===== config.mk =====
export PLATFORM = sky130hd
export DESIGN_NAME = ym_write_scheduler
export DESIGN_NICKNAME = d
export VERILOG_FILES = /design/src/rtl/ym_write_scheduler.sv
export SDC_FILE = /design/constraint.sdc
export NUM_CORES = 1
export LEC_CHECK = 0
export CAP_MARGIN = 20
export CORE_MARGIN = 3
export CORE_UTILIZATION = 48
export CTS_CLUSTER_SIZE = 28
export DETAILED_ROUTE_END_ITERATION = 8
export GPL_TIMING_DRIVEN = 1
export PLACE_DENSITY_LB_ADDON = 0.1
export SYNTH_ARGS = -nofsm -noshare
export SYNTH_HDL_FRONTEND = slang
export SYNTH_SLANG_ARGS = --single-unit

===== constraint.sdc =====
create_clock -name clk50 -period 2.2 [get_ports clk50]
set_input_delay 0.66 -clock clk50 [delete_from_list [all_inputs] [get_ports clk50]]
set_output_delay 0.66 -clock clk50 [all_outputs]
set_load 0.01 [all_outputs]

===== src/rtl/ym_write_scheduler.sv =====
// Purpose: round-robin arbiter that turns {port, reg, data} requests into YM2612 address/data bus writes.
// Latency: ack and address phase one cycle after req is sampled in IDLE; 1+2*WR_PULSE+GAP+SETTLE+1 cycles minimum per write.
// Backpressure: requests are only taken in IDLE; requesters hold req with payload until ack, later reqs wait for busy to fall.
module ym_write_scheduler #(
    parameter int WR_PULSE = 12,
    parameter int GAP      = 12,
    parameter int SETTLE   = 12,
    parameter int TIMEOUT  = 4096
) (
    input  logic       clk50,
    input  logic       rst,
    input  logic       req0,
    input  logic       port0,
    input  logic [7:0] reg0,
    input  logic [7:0] dat0,
    output logic       ack0,
    input  logic       req1,
    input  logic       port1,
    input  logic [7:0] reg1,
    input  logic [7:0] dat1,
    output logic       ack1,
    output logic [7:0] ym_din,
    output logic [1:0] ym_addr,
    output logic       ym_cs_n,
    output logic       ym_wr_n,
    input  logic [7:0] ym_dout,
    output logic       busy,
    output logic       grant_id,
    output logic       timeout,
    input  logic       err_clr
);

    localparam int MAX_AB  = (WR_PULSE > GAP) ? WR_PULSE : GAP;
    localparam int MAX_CD  = (SETTLE > TIMEOUT) ? SETTLE : TIMEOUT;
    localparam int CNT_MAX = (MAX_AB > MAX_CD) ? MAX_AB : MAX_CD;
    localparam int CW      = $clog2(CNT_MAX + 1);

    typedef enum logic [2:0] {
        IDLE,
        ADR_WR,
        ADR_GAP,
        DAT_WR,
        DAT_SETTLE,
        BUSY_WAIT
    } state_t;

    state_t         state;
    logic [CW-1:0]  cnt;
    logic           lat_port;
    logic [7:0]     lat_dat;
    logic           last_grant;

    logic           sel1;
    logic           sel_port;
    logic [7:0]     sel_reg;
    logic [7:0]     sel_dat;

    // Only dout[7] (busy) carries meaning for this block.
    logic           unused_dout;
    assign unused_dout = ^ym_dout[6:0];

    // Winner select: a lone requester wins; on a tie the one that did not win last time goes.
    always_comb begin
        sel1     = req1 && (!req0 || !last_grant);
        sel_port = sel1 ? port1 : port0;
        sel_reg  = sel1 ? reg1  : reg0;
        sel_dat  = sel1 ? dat1  : dat0;
    end

    // Sequencer: one shared down-counter times every phase and is reloaded on each state entry.
    always_ff @(posedge clk50) begin
        if (rst) begin
            state      <= IDLE;
            cnt        <= '0;
            lat_port   <= 1'b0;
            lat_dat    <= 8'h00;
            last_grant <= 1'b1;
            ack0       <= 1'b0;
            ack1       <= 1'b0;
            ym_din     <= 8'h00;
            ym_addr    <= 2'b00;
            ym_cs_n    <= 1'b1;
            ym_wr_n    <= 1'b1;
            busy       <= 1'b0;
            grant_id   <= 1'b0;
            timeout    <= 1'b0;
        end else begin
            ack0 <= 1'b0;
            ack1 <= 1'b0;
            // A timeout set later in this block overrides the clear.
            if (err_clr) begin
                timeout <= 1'b0;
            end
            case (state)
                IDLE: begin
                    if (req0 || req1) begin
                        lat_port   <= sel_port;
                        lat_dat    <= sel_dat;
                        grant_id   <= sel1;
                        last_grant <= sel1;
                        ack0       <= !sel1;
                        ack1       <= sel1;
                        busy       <= 1'b1;
                        ym_addr    <= {sel_port, 1'b0};
                        ym_din     <= sel_reg;
                        ym_cs_n    <= 1'b0;
                        ym_wr_n    <= 1'b0;
                        cnt        <= CW'(WR_PULSE - 1);
                        state      <= ADR_WR;
                    end
                end
                ADR_WR: begin
                    if (cnt == '0) begin
                        ym_cs_n <= 1'b1;
                        ym_wr_n <= 1'b1;
                        cnt     <= CW'(GAP - 1);
                        state   <= ADR_GAP;
                    end else begin
                        cnt <= cnt - 1'b1;
                    end
                end
                ADR_GAP: begin
                    if (cnt == '0) begin
                        ym_addr <= {lat_port, 1'b1};
                        ym_din  <= lat_dat;
                        ym_cs_n <= 1'b0;
                        ym_wr_n <= 1'b0;
                        cnt     <= CW'(WR_PULSE - 1);
                        state   <= DAT_WR;
                    end else begin
                        cnt <= cnt - 1'b1;
                    end
                end
                DAT_WR: begin
                    if (cnt == '0) begin
                        ym_cs_n <= 1'b1;
                        ym_wr_n <= 1'b1;
                        cnt     <= CW'(SETTLE - 1);
                        state   <= DAT_SETTLE;
                    end else begin
                        cnt <= cnt - 1'b1;
                    end
                end
                DAT_SETTLE: begin
                    if (cnt == '0) begin
                        cnt   <= CW'(TIMEOUT - 1);
                        state <= BUSY_WAIT;
                    end else begin
                        cnt <= cnt - 1'b1;
                    end
                end
                BUSY_WAIT: begin
                    // The write counts as done either way; a stuck busy flag is only reported.
                    if (!ym_dout[7]) begin
                        busy  <= 1'b0;
                        state <= IDLE;
                    end else if (cnt == '0) begin
                        timeout <= 1'b1;
                        busy    <= 1'b0;
                        state   <= IDLE;
                    end else begin
                        cnt <= cnt - 1'b1;
                    end
                end
                default: begin
                    ym_cs_n <= 1'b1;
                    ym_wr_n <= 1'b1;
                    busy    <= 1'b0;
                    state   <= IDLE;
                end
            endcase
        end
    end

endmodule

# == Yosys cells after proc, flatten, opt, wreduce, memory -nomap -nowiden ==
# Index checks and enable logic that the tools add are counted.
# totals
ff_bits,42
latchBits,0
ramBits,0
rom_bits,0
in_bits,47
output_inout_bits,17
word_cells,87
n_memories,0
# classes
addsub,1
mul,0
div_mod_pow,0
order_cmp,0
n_eq_ne,14
n_shift,0
mux,34
bitwise,4
n_reduce_logical,21
# op_table
operator,count
13-bit two-way mux,5
13-bit case mux with 4 select lines,1
8-bit two-way mux,4
3-bit two-way mux,7
3-bit case mux with 6 select lines,1
8-bit case mux with 2 select lines,1
2-bit != test (second input constant),7
13-bit zero test,1
13-bit by 1-bit subtractor with 13-bit output (second input constant),1
1-bit two-way mux,10
4-bit AND reduction,2
3-bit by 2-bit equality test with 1-bit output (second input constant),2
3-bit equality test (second input constant),2
3-bit AND reduction,2
6-bit AND reduction,1
3-bit OR reduction,2
2-bit two-way mux,2
1-bit inverter,4
1-bit case mux with 4 select lines,1
2-bit case mux with 2 select lines,1
4-bit nonzero test,1
2-bit OR reduction,2
4-bit OR reduction,1
3-bit by 1-bit equality test with 1-bit output (second input constant),1
9 further kinds,12

# == Longest topological paths before layout ==
# depth
depth_word,6
ltp_mapped,9
depth_no_buf,7

# == Worst setup path before layout ==
# No wires, ideal clock.
# synth_path
kind,input to register
from,input port req1
to,register ym_din[0]
setup_ns,0.128
arrival_time_ns,1.777
required_time_ns,2.072
path_slack_ns,0.296
cell_stages,6
path_buffers,1
path_cell_list,a21boi_1 > buf_2 > mux2i_1 > a21oi_1 > mux2i_1 > nor2_1
# synth_via
elab_chain_len,4
elab_cells_between_ends,7
classes_between,eq/ne: 1; mux: 3; reduce/logical: 3
# synth_rtl
item,line_no,rtl
"start, declared",17,"input logic req1,"
1-bit logical AND,64,sel1 = req1 && (!req0 || !last_grant);
8-bit two-way mux,66,sel_reg = sel1 ? reg1 : reg0;
8-bit two-way mux,96,if (req0 || req1) begin
8-bit case mux with 2 select lines,94,case (state)
"end signal, assigned",105,ym_din <= sel_reg;
"end signal, assigned",125,ym_din <= lat_dat;
"end, declared",22,"output logic [7:0] ym_din,"
# Several ways; a longest one is shown, not always the timed one. The select of a mux whose other input is x is not followed.
# A chain may end at the register's enable or synchronous reset.

# == Final worst setup path ==
# layout_path
from,register cnt[5]
to,register cnt[12]
# layout_via
elab_chain_len,4
elab_cells_between_ends,9
classes_between,add/sub: 1; eq/ne: 1; mux: 5; reduce/logical: 2
# layout_rtl
item,line_no,rtl
"start, declared",48,logic [CW-1:0] cnt;
"start signal, assigned",108,cnt <= CW'(WR_PULSE - 1);
"start signal, assigned",116,cnt <= CW'(GAP - 1);
"start signal, assigned",119,cnt <= cnt - 1'b1;
13-bit by 1-bit subtractor with 13-bit output,n/a,
13-bit two-way mux,157,end else if (cnt == '0) begin
13-bit two-way mux,154,if (!ym_dout[7]) begin
13-bit case mux with 4 select lines,94,
# Several ways; a longest one is shown, not always the timed one. The select of a mux whose other input is x is not followed.

==> flow_summary_export.csv <==
group,metric,value,unit
place,io_buffers,56,
critical_path,cp_top_family,"simple AND/OR/NAND/NOR gates",
critical_path,crit_chain,"nor4_1, nand3_2, buf_12, o211ai_1, buf_4, buf_4, nand2_1, a31oi_1",
place,place_ws,-127.4,ps
critical_path,worst-path-stages,8,
routing,via_count,2307,
die,die-area,5524,sq um
finish,final_cell_mix,"56 x clkdlybuf4s50_1, 42 x dfxtp_1, 37 x nor2_1",
die,ios,64,
routing,drt_iter0_markers,164,
finish,diodes,0,
finish,area_delta_synth_final,38.47,%
timing,finClkSkew,9.054,ps
logic_synthesis,synth-edff-count,0,
critical_path,crit_top_cell,"buf_4",
hold_path,hold_class,"reg2reg",
cts,clockBufferDepth,2,
logic_synthesis,yosysWarningCount,0,
logic_synthesis,yosysSeqAreaShare,37.52,%
critical_path,endpoint_kind,"register",
logic_synthesis,async_flop_share,0,%
die,start_util,50.42,%
routing,detail_route.wirelength,5.989,mm
routing,viasPerCell,5.725,
place,place_congestion,0.8537,
power,leakagePower,1.210,nW
critical_path,r2r_setup_slack,120,ps
timing,hold_ws,456.8,ps
critical_path,crit_path_start_kind,"register",
routing,avgRoutedWirePerCell,14.86,um
timing,finalCritPeriodShare,94.76,%
grt,grt_pass1_wl,9.942,mm
timing,hold_viol,0,
finish,final_util,69.82,%
critical_path,arrival,2300,ps
timing,maxSlewHeadroom,64.99,%
die,die_w,74.33,um
critical_path,critical_path_peak_fanout,11,
critical_path,critPathBufInv,3,
grt,antenna_found_initial,0,
cts,clock_sinks,42,
logic_synthesis,synth-main-ff-cell,"dfxtp_1",
critical_path,r2r_cells,8,
logic_synthesis,post_synth.cell_area_avg,7.975,sq um
timing,layout_setup_ws,115.4,ps
logic_synthesis,ys_seq_elements,42,
logic_synthesis,synthDistinctLibCells,48,
hold_path,min_from,"grant_id",
critical_path,slowest_delay,480,ps
place,dp.cells,394,
critical_path,path_class,"reg2reg",
die,rows,24,
finish,fin_cells,403,
cts,cts_max_level,2,
finish,drive_above_1_share,13.39,%
die,fp.dieH,74.33,um
critical_path,r2r_start,"cnt[5]",
finish,layout.nets,401,
timing,setup_viol,0,
routing,drcViolationCount,0,
place,dp_hpwl,4.214,mm
critical_path,cp.required,2420,ps
logic_synthesis,syn_nets,330,
finish,final_common_cell,"clkdlybuf4s50_1",
cts,cts_buffers,5,
cts,hold_buffers,0,
timing,period_minus_slack,2085,ps
hold_path,hold_depth,2,
cts,clk_latency,300,ps
timing,fmax,479.7,MHz
grt,grt_overflow,0,
die,coreArea,4444,sq um
cts,path_clk_slew,80,ps
power,p_total,3.679,mW
run_status,status,"complete, no violations",
grt,grt_pass1_vias,2176,
logic_synthesis,synthesis.area,2241,sq um
power,p_per_area,1186,nW/um^2
routing,postRouteAntennaNets,0,
timing,final_max_slew_viol_count,0,
logic_synthesis,netlist_instances,281,
grt,grt_max_degree,27,
power,vdd_drop_max,0.5593,mV
critical_path,crit_slowest_cell,"nor4_1",
critical_path,startpoint,"cnt[5]",
cts,tritoncts,"built",
job,cap_viol_max_count,0,
routing,drt-pass1-iter-count,4,
timing,worstMarginPinSlew,524.5,ps
grt,grt_util_all_layers,22.95,%
cts,cts-root-buf,"clkbuf_8",
where the power goes:
| part | switching, mW | internal, mW | leakage, nW |
|---|---|---|---|
| clock | 0.256 | 0.242 | 0.0431 |
| combinational | 1.01 | 0.995 | 0.822 |
| sequential | 0.201 | 0.973 | 0.345 |
tightest hold or removal path, delay by kind of cell (launching register included):
| kind | cells | cell delay [ps] |
|---|---|---|
| flops | 1 | 310 |
| simple gates | 1 | 50 |
| compound gates | 1 | 50 |
state kept, by name, indices dropped and copies added (netlist names):
| signal | flops |
|---|---|
| grant_id | 1 |
| ym_addr | 2 |
| busy | 1 |
| ym_din | 8 |
| ym_wr_n | 1 |
| cnt | 13 |
| timeout | 1 |
| ack1 | 1 |
| lat_port | 1 |
| lat_dat | 8 |
| ack0 | 1 |
| last_grant | 1 |
| state | 3 |
layer usage:
layer | GRT usage [%] | routed length (um)
met1 | 31.13 | 2810
met2 | 35.63 | 2857
met5 | 0 | 0
met3 | 5.135 | 237
met4 | 8.893 | 84
synth_stat cells, types with 3 or more instances:
cell type | instances | area (sq um)
mux2i_1 | 18 | 180.2
a21oi_1 | 24 | 120.1
a211oi_1 | 7 | 52.55
or3_1 | 5 | 31.28
nand2_1 | 26 | 97.59
nor4_1 | 9 | 56.30
nand3_1 | 7 | 35.03
inv_1 | 11 | 41.29
clkbuf_1 | 10 | 37.54
o21ai_0 | 12 | 60.06
a31oi_1 | 7 | 43.79
nor2_1 | 37 | 138.9
dfxtp_1 | 42 | 840.8
nand2b_1 | 3 | 18.77
buf_2 | 6 | 30.03
o32ai_1 | 4 | 35.03
nor3_1 | 12 | 60.06
nand4b_1 | 3 | 26.28
kinds of logic (layout without fill, tap and decap cells):
family	count (synthesis)	in the layout	synth area share (%)
compound gates	67	67	18.31
mux	18	18	8.040
fa+ha+maj	3	3	1.563
xor+xnor	1	1	0.3909
simple gates	121	121	28.48
buf+inv	29	99	5.695
flops	42	42	37.52
final cells by class:
cell class | instances | area [sq um]
flip-flops and latches | 42 | 840.8
clock buffers | 6 | 82.58
multi-input cells | 210 | 1295
inverters | 11 | 41.29
well taps | 52 | 65.06
fillers | 368 | 1341
repair buffers | 82 | 778.2
path summary, 6_finish.rpt:
path / to
setup / recovery: cnt[12]
hold / removal: grant_id
setup reg to reg: cnt[12]
hold reg to reg: grant_id
per-stage QoR:
stage          instance area, sq um  TNS, ps
2_1_floorplan                  2241        0
4_1_cts                        3060        0
3_3_place_gp                   2978   -929.1
5_1_grt                        3103   -18.00
6_report                       3103        0
3_5_place_dp                   2978    -1475
what timing repair did:
action / 4_1_cts / 5_1_grt
setup buffers: 0 / 2
endpoints found under the hold margin: 0 / 0
resized for setup: 0 / 8
endpoints found under the setup margin: 0 / 23
(Power assumes the default switching activity.)
